--- src/rtl/act_unit_scheduler_pkg.sv ---
// Shared constants, FSM state encoding and index-width helper for the
// activation-unit scheduler.
package act_unit_scheduler_pkg;

  localparam int DATA_W     = 8;
  localparam int LUT_ADDR_W = 4;

  typedef enum logic [1:0] {
    IDLE  = 2'd0,
    ISSUE = 2'd1,
    DRAIN = 2'd2,
    DONE  = 2'd3
  } state_t;

  // Width of the neuron index counter; never narrower than one bit.
  function automatic int idx_w(input int n);
    return (n <= 2) ? 1 : $clog2(n);
  endfunction

endpackage

--- src/rtl/act_unit_scheduler_if.sv ---
// Bundle of the layer-side and activation-unit-side signals of the scheduler.
// The scheduler uses the slave view; the surrounding layer logic uses master.
interface act_unit_scheduler_if #(
  parameter int N = 4
);
  import act_unit_scheduler_pkg::*;

  logic                start;
  logic [N*DATA_W-1:0] z_vec;
  logic                busy;
  logic                done;
  logic [N*DATA_W-1:0] a_vec;
  logic [DATA_W-1:0]   act_z;
  logic                act_issue;
  logic [DATA_W-1:0]   act_a;

  modport master (
    output start, z_vec, act_a,
    input  busy, done, a_vec, act_z, act_issue
  );

  modport slave (
    input  start, z_vec, act_a,
    output busy, done, a_vec, act_z, act_issue
  );

endinterface

--- src/rtl/act_unit_scheduler_tag_pipe.sv ---
// Tag pipe: carries {valid, index} alongside the activation unit so each
// result is written back to the neuron slot it was issued from.
module act_tag_pipe
  import act_unit_scheduler_pkg::*;
#(
  parameter int N = 4,
  parameter int ACT_LAT = 0,
  localparam int IW = idx_w(N)
) (
  input  logic          clk,
  input  logic          rst,
  input  logic          in_valid,
  input  logic [IW-1:0] in_idx,
  output logic          out_valid,
  output logic [IW-1:0] out_idx
);

  if (ACT_LAT == 0) begin : g_pass
    // A combinational unit needs no delay; clk and rst have no role here.
    logic unused_clk_rst;
    assign unused_clk_rst = clk ^ rst;
    assign out_valid = in_valid;
    assign out_idx   = in_idx;
  end else begin : g_pipe
    logic          valid_q [ACT_LAT];
    logic [IW-1:0] idx_q   [ACT_LAT];

    // Advance every tag one stage per cycle, matching the unit's pipeline.
    always_ff @(posedge clk) begin
      if (rst) begin
        for (int k = 0; k < ACT_LAT; k++) begin
          valid_q[k] <= 1'b0;
          idx_q[k]   <= '0;
        end
      end else begin
        valid_q[0] <= in_valid;
        idx_q[0]   <= in_idx;
        for (int k = 1; k < ACT_LAT; k++) begin
          valid_q[k] <= valid_q[k-1];
          idx_q[k]   <= idx_q[k-1];
        end
      end
    end

    assign out_valid = valid_q[ACT_LAT-1];
    assign out_idx   = idx_q[ACT_LAT-1];
  end

endmodule

--- src/rtl/act_unit_scheduler.sv ---
// Time-shares one activation unit across the N neurons of a layer: latches
// the pre-activations on start, issues one per cycle, gathers the results.
module act_unit_scheduler
  import act_unit_scheduler_pkg::*;
#(
  parameter int N = 4,
  parameter int ACT_LAT = 0
) (
  input logic                 clk,
  input logic                 rst,
  act_unit_scheduler_if.slave bus
);

  localparam int            IW         = idx_w(N);
  localparam logic [IW-1:0] LAST_IDX   = IW'(N - 1);
  localparam logic [1:0]    DRAIN_INIT = 2'((ACT_LAT > 0) ? ACT_LAT - 1 : 0);

  state_t              state;
  logic [IW-1:0]       idx;
  logic [IW-1:0]       next_idx;
  logic [1:0]          drain_cnt;
  logic [N*DATA_W-1:0] zbuf;
  logic [N*DATA_W-1:0] a_q;
  logic                busy_q;
  logic                done_q;
  logic                issue_q;
  logic [DATA_W-1:0]   act_z_q;
  logic                cap_valid;
  logic [IW-1:0]       cap_idx;

  assign next_idx = idx + 1'b1;

  // Pass sequencer; the operand for the next cycle is registered one edge ahead.
  always_ff @(posedge clk) begin
    if (rst) begin
      state     <= IDLE;
      idx       <= '0;
      drain_cnt <= '0;
      busy_q    <= 1'b0;
      done_q    <= 1'b0;
      issue_q   <= 1'b0;
      act_z_q   <= '0;
    end else begin
      done_q <= 1'b0;
      case (state)
        IDLE: begin
          if (bus.start) begin
            zbuf    <= bus.z_vec;
            idx     <= '0;
            issue_q <= 1'b1;
            busy_q  <= 1'b1;
            act_z_q <= bus.z_vec[DATA_W-1:0];
            state   <= ISSUE;
          end
        end
        ISSUE: begin
          if (idx == LAST_IDX) begin
            idx     <= '0;
            issue_q <= 1'b0;
            act_z_q <= '0;
            if (ACT_LAT > 0) begin
              drain_cnt <= DRAIN_INIT;
              state     <= DRAIN;
            end else begin
              busy_q <= 1'b0;
              done_q <= 1'b1;
              state  <= DONE;
            end
          end else begin
            idx     <= next_idx;
            act_z_q <= zbuf[next_idx*DATA_W +: DATA_W];
          end
        end
        DRAIN: begin
          if (drain_cnt == 2'd0) begin
            busy_q <= 1'b0;
            done_q <= 1'b1;
            state  <= DONE;
          end else begin
            drain_cnt <= drain_cnt - 1'b1;
          end
        end
        DONE: state <= IDLE;
        default: state <= IDLE;
      endcase
    end
  end

  act_tag_pipe #(
    .N       (N),
    .ACT_LAT (ACT_LAT)
  ) u_tag_pipe (
    .clk       (clk),
    .rst       (rst),
    .in_valid  (issue_q),
    .in_idx    (idx),
    .out_valid (cap_valid),
    .out_idx   (cap_idx)
  );

  // Store each returning result bit-exact into the slot its tag names.
  always_ff @(posedge clk) begin
    if (rst) begin
      a_q <= '0;
    end else if (cap_valid && (state == ISSUE || state == DRAIN)) begin
      a_q[cap_idx*DATA_W +: DATA_W] <= bus.act_a;
    end
  end

  assign bus.busy      = busy_q;
  assign bus.done      = done_q;
  assign bus.act_issue = issue_q;
  assign bus.act_z     = act_z_q;
  assign bus.a_vec     = a_q;

endmodule

--- src/flat_wrapper.sv ---
// flat-port wrapper written by rule: the top's interface ports become plain ports
module act_unit_scheduler_flat import act_unit_scheduler_pkg::*;
#(
  parameter int N = 4,
  parameter int ACT_LAT = 0
)
  (clk, rst, bus_start, bus_z_vec, bus_act_a, bus_busy, bus_done, bus_a_vec, bus_act_z, bus_act_issue);
  act_unit_scheduler_if #(.N(N)) bus_i ();
  input logic clk;
  input logic rst;
  input wire logic [$bits(bus_i.start)-1:0] bus_start;
  input wire logic [$bits(bus_i.z_vec)-1:0] bus_z_vec;
  input wire logic [$bits(bus_i.act_a)-1:0] bus_act_a;
  output wire logic [$bits(bus_i.busy)-1:0] bus_busy;
  output wire logic [$bits(bus_i.done)-1:0] bus_done;
  output wire logic [$bits(bus_i.a_vec)-1:0] bus_a_vec;
  output wire logic [$bits(bus_i.act_z)-1:0] bus_act_z;
  output wire logic [$bits(bus_i.act_issue)-1:0] bus_act_issue;
  assign bus_i.start = bus_start;
  assign bus_i.z_vec = bus_z_vec;
  assign bus_i.act_a = bus_act_a;
  assign bus_busy = bus_i.busy;
  assign bus_done = bus_i.done;
  assign bus_a_vec = bus_i.a_vec;
  assign bus_act_z = bus_i.act_z;
  assign bus_act_issue = bus_i.act_issue;
  act_unit_scheduler #(.N(N), .ACT_LAT(ACT_LAT)) u_core (.clk(clk), .rst(rst), .bus(bus_i));
endmodule
--- config.mk ---
export PLATFORM = sky130hd
export DESIGN_NAME = act_unit_scheduler_flat
export DESIGN_NICKNAME = d
export VERILOG_FILES = /design/src/rtl/act_unit_scheduler_pkg.sv /design/src/rtl/act_unit_scheduler_if.sv /design/src/rtl/act_unit_scheduler_tag_pipe.sv /design/src/rtl/act_unit_scheduler.sv /design/src/flat_wrapper.sv
export SDC_FILE = /design/constraint.sdc
export NUM_CORES = 1
export LEC_CHECK = 0
export BUFFER_PORTS_ARGS = -buffer_cell sky130_fd_sc_hd__clkbuf_2
export CORE_MARGIN = 5
export CORE_UTILIZATION = 53
export CTS_CLUSTER_DIAMETER = 80
export DETAILED_ROUTE_END_ITERATION = 12
export GPL_TIMING_DRIVEN = 0
export PLACE_DENSITY = 0.88
export SYNTH_ARGS = -nofsm -noshare
export SYNTH_HDL_FRONTEND = slang
export SYNTH_SLANG_ARGS = --single-unit
--- constraint.sdc ---
create_clock -name clk -period 3.8 [get_ports clk]
set_input_delay 0.76 -clock clk [delete_from_list [all_inputs] [get_ports clk]]
set_output_delay 0.76 -clock clk [all_outputs]
set_load 0.01 [all_outputs]
== Yosys cells after proc, flatten, opt, wreduce, memory -nomap -nowiden ==
Index checks and enable logic that the tools add are counted.

* Bits in read-only memories: 0
* Bits in latches: 0
* Word-level logic and storage cells: 55
* Register bits: 81
* Input port bits: 43
* Memories: 0
* Bits in writable memories: 0

* Divide/modulo/power cells: 0
* Muxes and demuxes: 19
* Shift operators: 3
* Reduce and logical (&&, ||, !) cells: 12
* Equality and inequality tests: 7
* Bitwise logic cells: 2
* Magnitude comparators: 0
* $mul: 0
* Add/subtract/negate cells: 3

{| class="wikitable"
|+ Operators by type and width
! operator !! number
|-
| negator 5 -> 34 bit || 1
|-
| variable shift 8 x 34 -> 32 bit, first input constant || 1
|-
| variable part select 8 x 34 -> 32 bit || 1
|-
| bitwise mux 32 bit || 1
|-
| variable part select 32 x 6 -> 8 bit || 1
|-
| 2-to-1 mux 8 bit || 2
|-
| one-hot mux 8 bit (2 select lines) || 1
|-
| 2-to-1 mux 2 bit || 5
|-
| AND reduction 3 bit || 3
|-
| one-hot mux 2 bit (4 select lines) || 1
|-
| == test 2 bit, second input constant || 3
|-
| 2-to-1 mux 1 bit || 5
|-
| zero test 2 bit || 2
|-
| inequality test 2 x 1 -> 1 bit, second input constant || 2
|-
| one-hot mux 1 bit (2 select lines) || 2
|-
| one-hot mux 2 bit (2 select lines) || 1
|-
| AND reduction 2 bit || 2
|-
| AND reduction 4 bit || 1
|-
| one-hot mux 1 bit (3 select lines) || 1
|-
| nonzero test 3 bit || 1
|-
| adder 2 x 1 -> 2 bit, second input constant || 1
|-
| == test 2 x 1 -> 1 bit, second input constant || 1
|-
| inequality test 2 bit, second input constant || 1
|-
| NOT 1 bit || 2
|-
| 4 further kinds || 4
|}

== Longest topological paths before layout ==
Gate-level depths: netlist of run 1.

* Depth in word-level cells: 4
* Mapped depth: 8
* Gate-level depth less buffers: 5

== Hierarchy ==
From an unflattened synthesis of run 1, not the netlist that was laid out.

* Cells, all modules: 290
* Area total of the unflattened synthesis: 3,340.7 sq um

{| class="wikitable"
|+ Modules (own cells, without submodules)
! module !! sequential area each (sq um) !! instances !! area each (sq um) !! cells each
|-
| act_unit_scheduler || 1,941.9 || 1 || 3,318.2 || 287
|-
| act_tag_pipe || 0.0 || 1 || 22.5 || 3
|}

== Least setup slack after synthesis of run 1 ==
Ideal clock, no wire load.

* Path type: input port to flip-flop
* From: in rst
* To: reg u_core.zbuf[0], enable pin
* Slack: 0.913 ns
* Required time: 3.379 ns
* Cell stages on the path: 3
* Data arrival time: 2.465 ns
* Path through: clkbuf_1 -> clkbuf_1 -> nor2_1

* Longest elaborated chain between the ends: 2

{| class="wikitable"
|+ RTL lines
! item !! RTL line !! text
|-
| start: declaration || flat_wrapper.sv:10 || <nowiki>input logic rst;</nowiki>
|-
| NOT 1 bit (no source line) || - ||
|-
| AND reduction 3 bit (no source line) || - ||
|-
| end signal: assignment || act_unit_scheduler.sv:48 || <nowiki>zbuf <= bus.z_vec;</nowiki>
|-
| end: declaration || act_unit_scheduler.sv:22 || <nowiki>logic [N*DATA_W-1:0] zbuf;</nowiki>
|}

Every way passes these cells.
A chain may end at the register's enable or synchronous reset.

== Worst setup path after layout of run 1 ==
* From: reg u_core.idx[0]
* To: reg u_core.act_z_q[1], in the netlist u_core.bus.act_z[1]

* Longest elaborated chain between the ends: 4

{| class="wikitable"
|+ RTL lines
! item !! RTL line !! text
|-
| start: declaration || act_unit_scheduler.sv:19 || <nowiki>logic [IW-1:0] idx;</nowiki>
|-
| start signal: assignment || act_unit_scheduler.sv:70 || <nowiki>idx <= next_idx;</nowiki>
|-
| adder 2 x 1 -> 2 bit || act_unit_scheduler.sv:31 || <nowiki>assign next_idx = idx + 1'b1;</nowiki>
|-
| variable part select 32 x 6 -> 8 bit || act_unit_scheduler.sv:71 || <nowiki>act_z_q <= zbuf[next_idx*DATA_W +: DATA_W];</nowiki>
|-
| 2-to-1 mux 8 bit * || act_unit_scheduler.sv:57 || <nowiki>if (idx == LAST_IDX) begin</nowiki>
|-
| one-hot mux 8 bit (2 select lines) * || act_unit_scheduler.sv:45 || <nowiki>case (state)</nowiki>
|-
| end signal: assignment || act_unit_scheduler.sv:52 || <nowiki>act_z_q <= bus.z_vec[DATA_W-1:0];</nowiki>
|-
| end signal: assignment || act_unit_scheduler.sv:71 ||
|-
| end: declaration || act_unit_scheduler.sv:27 || <nowiki>logic [DATA_W-1:0] act_z_q;</nowiki>
|}

Mark *: on every way between the ends. The rest lies on a longest branch, timed or not.

==> metrics.md, run 1 <==
| Metric | Value |
|---|---|
| Mean Syn Cell Area | approximately 12 um2 |
| CP max stage delay | just under 0.4 ns |
| Vias in the first global route | roughly 2,700 |
| Routability cong. | 0.8424 |
| Netlist cell types | 37 |
| Critical path's slowest cell | dfxtp_1 |
| Core area | between 6000 and 7000 um2 |
| RSZ-0062 raised after global routing | no |
| Post-synth EDFFs | 32 |
| Yosys top cell area share | 28.78% |
| Worst EP required | ~4.0 ns |
| Final Setup Violations | 0 |
| Synth Instances | slightly below 300 |
| CP max FO | 10 |
| Port buffer count | 84 |
| Die H | 90.19 um |
| Most instantiated library cell after synthesis | dfxtp_1 |
| Die Area | between 8000 and 9000 um2 |
| Diode count | 0 |
| GRT Total Usage | 19.80% |
| Critical path type | register to register |
| Antenna violations before repair | 0 |
| Vias | approximately 2,600 |
| WL/cell | around 17 um |
| Post-synth top area cell | dfxtp_1 |
| Worst setup margin | about 1.6 ns |
| Worst slew margin | 37.51% |
| Yosys warns | 0 |
| Cells along the critical path | buf_2 -> inv_1 -> ha_1 -> buf_6 -> mux2_4 -> a222oi_1 -> a211oi_1 |
| Hold Violations, Final | 0 |
| Fin Setup TNS | 0 ns |
| Detailed Place HPWL | around 5.7 mm |
| Dpl ws | ~1.3 ns |
| CTS max path bufs | 2 |
| CP Launch Type | register |
| Register area share after synthesis | 56.98% |
| Top post-synthesis cells by area | dfxtp_1 29%, edfxtp_1 28%, ha_1 4.4% |
| Setup Fix Bufs, Post-CTS | 0 |
| Synth async-reset ratio | 0% |
| Maximum resistive drop on vdd | slightly below 0.4 mV |
| Resized cells post-CTS | 0 |
| Via density | around 5.5 |
| Most used DFF post-synth | dfxtp_1 |
| Total number of H-tree levels | 3 |
| Clock transition at path regs | 0.09 ns |
| Maxcap violations | 0 |
| CTS buffer count | 9 |
| Clock Latency Late Sink | between 0.3 and 0.4 ns |
| Worst Tran Pin Value | around 0.94 ns |
| Mapped cell area | roughly 3400 um2 |
| Share of cells above drive strength 1 | about a third |
| Tot Pwr | approximately 2100 uW |
| Status | completed |
| CTS tree | done |
| Placement Rows | 29 |
| Worst Path Arrival | roughly 2.5 ns |
| Final ANT Viol Nets | 0 |
| Drt first pass iters | 7 |
| First-pass GRT wire length | ~13 mm |
| Clk root buf | clkbuf_8 |
| Synth cell count leaders | 49 x dfxtp_1, 32 x edfxtp_1, 28 x nand3_1 |
| FF+latch count, synth | 81 |
| Hold crit path type | register to register |
| I/O pins | 86 |
| Overflow after GRT | 0 |
| Minimum clock period | between 2 and 2.5 ns |
| Hold-fix buffers, CTS | 0 |
| FMAX | between 0.4 and 0.5 GHz |
| Pin count of the biggest net entering global routing | 19 |
| CTS sink cnt | 81 |
| P&R area growth vs syn | 21.59% |
| Crit. End Element | register |
| Number of nets in the layout | ~450 |
| Synthesized net count | ~350 |
| DR iter-0 viols | between 150 and 200 |
| P_leak | about 0.0016 uW |
| Residual DRC count | 0 |
| WL final | around 8 mm |
| Final worst-path cycle share | between 50 and 60% |
| Initial core utilization | 53.98% |
| Slew Limit Fails | 0 |
| Clock skew | between 0.01 and 0.015 ns |
| Die X | 90.19 um |
| PD cells | around 520 nW/um2 |
-- flip-flops by register name, indices dropped and copies added (netlist names) --
| signal | count |
|---|---|
| u_core.bus.a_vec | 32 |
| u_core.zbuf | 32 |
| u_core.bus.act_z | 8 |
| u_core.drain_cnt | 2 |
| u_core.idx | 2 |
| u_core.state | 2 |
| u_core.bus.act_issue | 1 |
| u_core.bus.busy | 1 |
| u_core.bus.done | 1 |
-- path summary, 6_finish.rpt --
check / endpoint / depth (start not counted) / slack [ns] / startpoint
worst max-delay path: u_core.bus.act_z[1] / 7 / 1.56 / u_core.idx[0]
worst min-delay path: u_core.bus.a_vec[14] / 2 / 0.45 / u_core.bus.a_vec[14]
worst max register to register: u_core.bus.act_z[1] / 7 / 1.56 / u_core.idx[0]
worst min register to register: u_core.bus.a_vec[14] / 2 / 0.45 / u_core.bus.a_vec[14]
-- logic make-up after synthesis --
group	after synthesis	synth area share [%]
adder cells (fa/ha/maj)	12	4.405
multiplexers	19	7.342
AND/OR/NAND/NOR	97	15.31
buffers and inverters	27	4.148
AO/OA/AOI/OAI	57	11.56
XOR/XNOR	1	0.2570
flip-flops	81	56.97
-- metrics by stage --
stage	hold slack (ns)	cells	utilization (%)	instance area (um2)
floorplan	0.4761	294	-	3408
global placement	0.4386	455	62.17	3925
detailed placement	0.4441	456	62.45	3943
CTS	0.4559	472	65.64	4144
global route	0.4780	472	65.64	4144
finish	0.4520	472	65.64	4144
-- area by class of cell --
type	instances	area [um2]
Multi-Input combinational cell	186	1328
Sequential cell	81	1942
Buffer	20	115.1
Clock inverter	7	77.57
Fill cell	485	2170
Inverter	7	26.28
Clock buffer	9	123.9
Timing Repair Buffer	85	435.4
Tap cell	77	96.34
-- power by group --
part | total, uW | switching (uW) | internal [uW]
registers | 1020 | 37.5 | 979
logic | 501 | 283 | 218
clock network | 630 | 321 | 309
total | 2150 | 641 | 1510
-- critical path: cells and delay by family (launching register included) --
kind,cells,cell delay (ns)
buffers and inverters,3,0.58
AOI/OAI and AO/OA,2,0.44
DFF,1,0.39
adders and majority gates,1,0.35
muxes,1,0.32
-- cell usage in the layout, fill, tap and decap left out, types with 3 or more instances in the layout --
master / Yosys / layout
nor3b_1: 3 / 3
clkbuf_8: 0 / 9
clkbuf_1: 10 / 10
mux2_2: 8 / 8
edfxtp_1: 32 / 32
buf_6: 4 / 4
nor2b_1: 3 / 3
clkbuf_2: 1 / 85
a32oi_1: 8 / 8
and3_1: 3 / 3
nor2_1: 20 / 19
dfxtp_1: 49 / 49
buf_2: 4 / 4
a211oi_1: 10 / 10
inv_1: 7 / 7
mux2_4: 10 / 10
a21oi_1: 26 / 26
nand2b_1: 4 / 4
ha_1: 12 / 12
a222oi_1: 8 / 8
clkinv_4: 0 / 3
nand3_1: 28 / 28
nand2_1: 26 / 26
-- routing by layer --
layer / vias to the layer above / global-route usage (%) / share of wire [%]
met4: 0 / 11.17 / 2.3
met2: 96 / 34.33 / 53
li1: 1275 / - / -
met1: 1232 / 22.06 / 37
met5: - / 0 / 0
met3: 15 / 4.758 / 7.6
(Power assumes the default switching activity.)
==> run 2: changes to the inputs <==
==> constraint.sdc (replaced) <==
create_clock -name clk -period 2.3 [get_ports clk]
set_input_delay 0.46 -clock clk [delete_from_list [all_inputs] [get_ports clk]]
set_output_delay 0.46 -clock clk [all_outputs]
set_load 0.01 [all_outputs]
==> run 2 against run 1 <==
  * Clock power up 51%
  * Cell area down 0.66%
  * Worst setup slack worse by 1.4 ns
  * Die area unchanged
  * Clock skew down 0.0046 ns
  * First-iteration DRC count down 35%
  * Count of clock-buffer cells in the layout unchanged
  * Critical path depth unchanged
  * Sequential share of layout area up 0.31 points
  * Critical endpoint is now u_core.bus.act_z[3]
==> metrics.md, run 2 (synthesis gave the netlist of run 1 again) <==
| Metric | Value |
|---|---|
| Clock Latency Late Sink | 0.36 ns |
| Via density | 5.692 |
| Residual DRC count | 0 |
| Maximum resistive drop on vdd | approximately 0.63 mV |
| Hold Violations, Final | 0 |
| RSZ-0062 raised after global routing | no |
| CP max stage delay | between 0.3 and 0.4 ns |
| Initial core utilization | 53.98% |
| Die X | between 90 and 100 um |
| Worst setup startpoint | u_core.idx[0] |
| Most common cell after layout, fill and taps aside | clkbuf_2 |
| Total number of H-tree levels | 3 |
| Cells along the critical path | buf_4 -> inv_1 -> ha_1 -> buf_6 -> mux2_4 -> a222oi_1 -> a211oi_1 |
| Final Non-Filler Cells | approximately 470 |
| Hold crit path type | input pin to register |
| Final Setup Violations | 0 |
| Gate power share | about a quarter |
| Routability cong. | between 0.8 and 0.9 |
| Vias | between 2,000 and 3,000 |
| Sw frac | approximately 31% |
| Fill count | slightly above 500 |
| Pin count of the biggest net entering global routing | 33 |
| Internal | between 2000 and 2500 uW |
| Worst Path Arrival | about 2.4 ns |
| CP max FO | 10 |
| Share of cells above drive strength 1 | between 30% and 40% |
| Clk root buf | clkbuf_8 |
| Number of nets in the layout | 444 |
| CTS tree | done |
| FMAX | around 0.46 GHz |
| First-pass GRT wire length | between 10 and 15 mm |
| Final worst-path cycle share | about 94% |
| Placement Rows | 29 |
| Fin Setup TNS | 0 ns |
| Worst EP required | between 2 and 3 ns |
| Diode count | 0 |
| Clock network fraction of total power | 27.5% |
| CTS buffer count | 9 |
| Hold-fix buffers, CTS | 0 |
| CP Launch Type | register |
| Clock transition at path regs | ~0.09 ns |
| Die H | between 90 and 100 um |
| Critical path type | register to register |
| Storage cell area | about 1900 um2 |
| Worst slew margin | roughly 43% |
| Worst setup margin | around 0.14 ns |
| Switch Pwr | between 1000 and 1500 uW |
| Antenna violations before repair | 0 |
| DR iter-0 viols | 128 |
| Die Area | between 8000 and 9000 um2 |
| Overflow after GRT | 0 |
| Core area | ~6300 um2 |
| Area of the multi-input gates | between 1000 and 1500 um2 |
| Slew Limit Fails | 0 |
| Most frequent cells in the layout | 85 x clkbuf_2, 49 x dfxtp_1, 32 x edfxtp_1 |
| Setup Fix Bufs, Post-CTS | 0 |
| PD cells | approximately 840 nW/um2 |
| P&R area growth vs syn | 20.78% |
| Detailed Place HPWL | approximately 5.6 mm |
| Crit. End Element | register |
| WL/cell | 16.20 um |
| Maxcap violations | 0 |
| Status | completed |
| Minimum clock period | 2.162 ns |
| Critical path's slowest cell | dfxtp_1 |
| Min-delay src | bus_z_vec[24] |
| Flop pwr share | about half |
| Clock skew | between 0.009 and 0.01 ns |
| Reg2reg start | u_core.idx[0] |
| I/O pins | 86 |
| CTS sink cnt | 81 |
| WL final | 7.628 mm |
| Port buffer count | 84 |
| CTS max path bufs | 2 |
| Dpl ws | -0.1697 ns |
| P_leak | about 0.0016 uW |
| Final Util | roughly two thirds |
| Placed instance count | ~460 |
| Drt first pass iters | 8 |
| Vias in the first global route | 2,702 |
| GRT Total Usage | a little under a fifth |
| Worst Tran Pin Value | 0.8532 ns |
| Final ANT Viol Nets | 0 |
run 2: layout make-up:
type / count / area share (%)
sequential: 81 / 47.17
multi-input combinational: 186 / 32.37
inverter: 7 / 0.6383
buffer: 20 / 2.857
timing repair buffer: 84 / 10.21
clock buffer: 9 / 3.009
clock inverter: 7 / 1.398
tap: 77 / 2.340
run 2: worst max-delay path: cells and delay by family (launching register included):
family,cells,cell delay (ns)
buffers and inverters,3,0.50
AO/OA/AOI/OAI,2,0.48
flip-flops,1,0.39
adder cells (fa/ha/maj),1,0.35
multiplexers,1,0.31
run 2: final timing paths:
| check | endpoint | cells after the start | slack (ns) |
|---|---|---|---|
| hold / removal | u_core.zbuf[24] | 1 | 0.27 |
| setup reg to reg | u_core.bus.act_z[3] | 7 | 0.14 |
| hold reg to reg | u_core.bus.a_vec[26] | 2 | 0.46 |
| setup / recovery | u_core.bus.act_z[3] | 7 | 0.14 |
run 2: through the flow:
step / hold WS (ns) / total power (uW) / cell area [um2]
5_1_grt: 0.2425 / 3629 / 4116
3_5_place_dp: 0.4485 / 2528 / 3928
6_report: 0.2680 / 3464 / 4116
3_3_place_gp: 0.4398 / 2491 / 3928
4_1_cts: 0.2480 / 3483 / 4114
2_1_floorplan: 0.4761 / 2273 / 3411
run 2: what timing repair did:
item / CTS / global route
gates resized for setup: 1 / 2
pin swaps: 0 / 1
setup endpoints to repair: 32 / 14
run 2: per-layer routing:
metal,up-vias,GRT usage (%),wire length [um]
met5,-,0,0
met4,0,9.926,265
met3,24,6.010,736
met2,133,30.18,3613
met1,1246,23.20,3013
li1,1278,-,-
run 2: power by group through the flow:
| stage | sequential (uW) | clock [uW] | combinational, uW |
|---|---|---|---|
| after floorplan | 1730 | 0 | 547 |
| after global placement | 1710 | 0 | 782 |
| after detailed placement | 1710 | 0 | 817 |
| after CTS | 1680 | 983 | 822 |
| after global routing | 1690 | 1040 | 901 |
| final | 1680 | 952 | 833 |
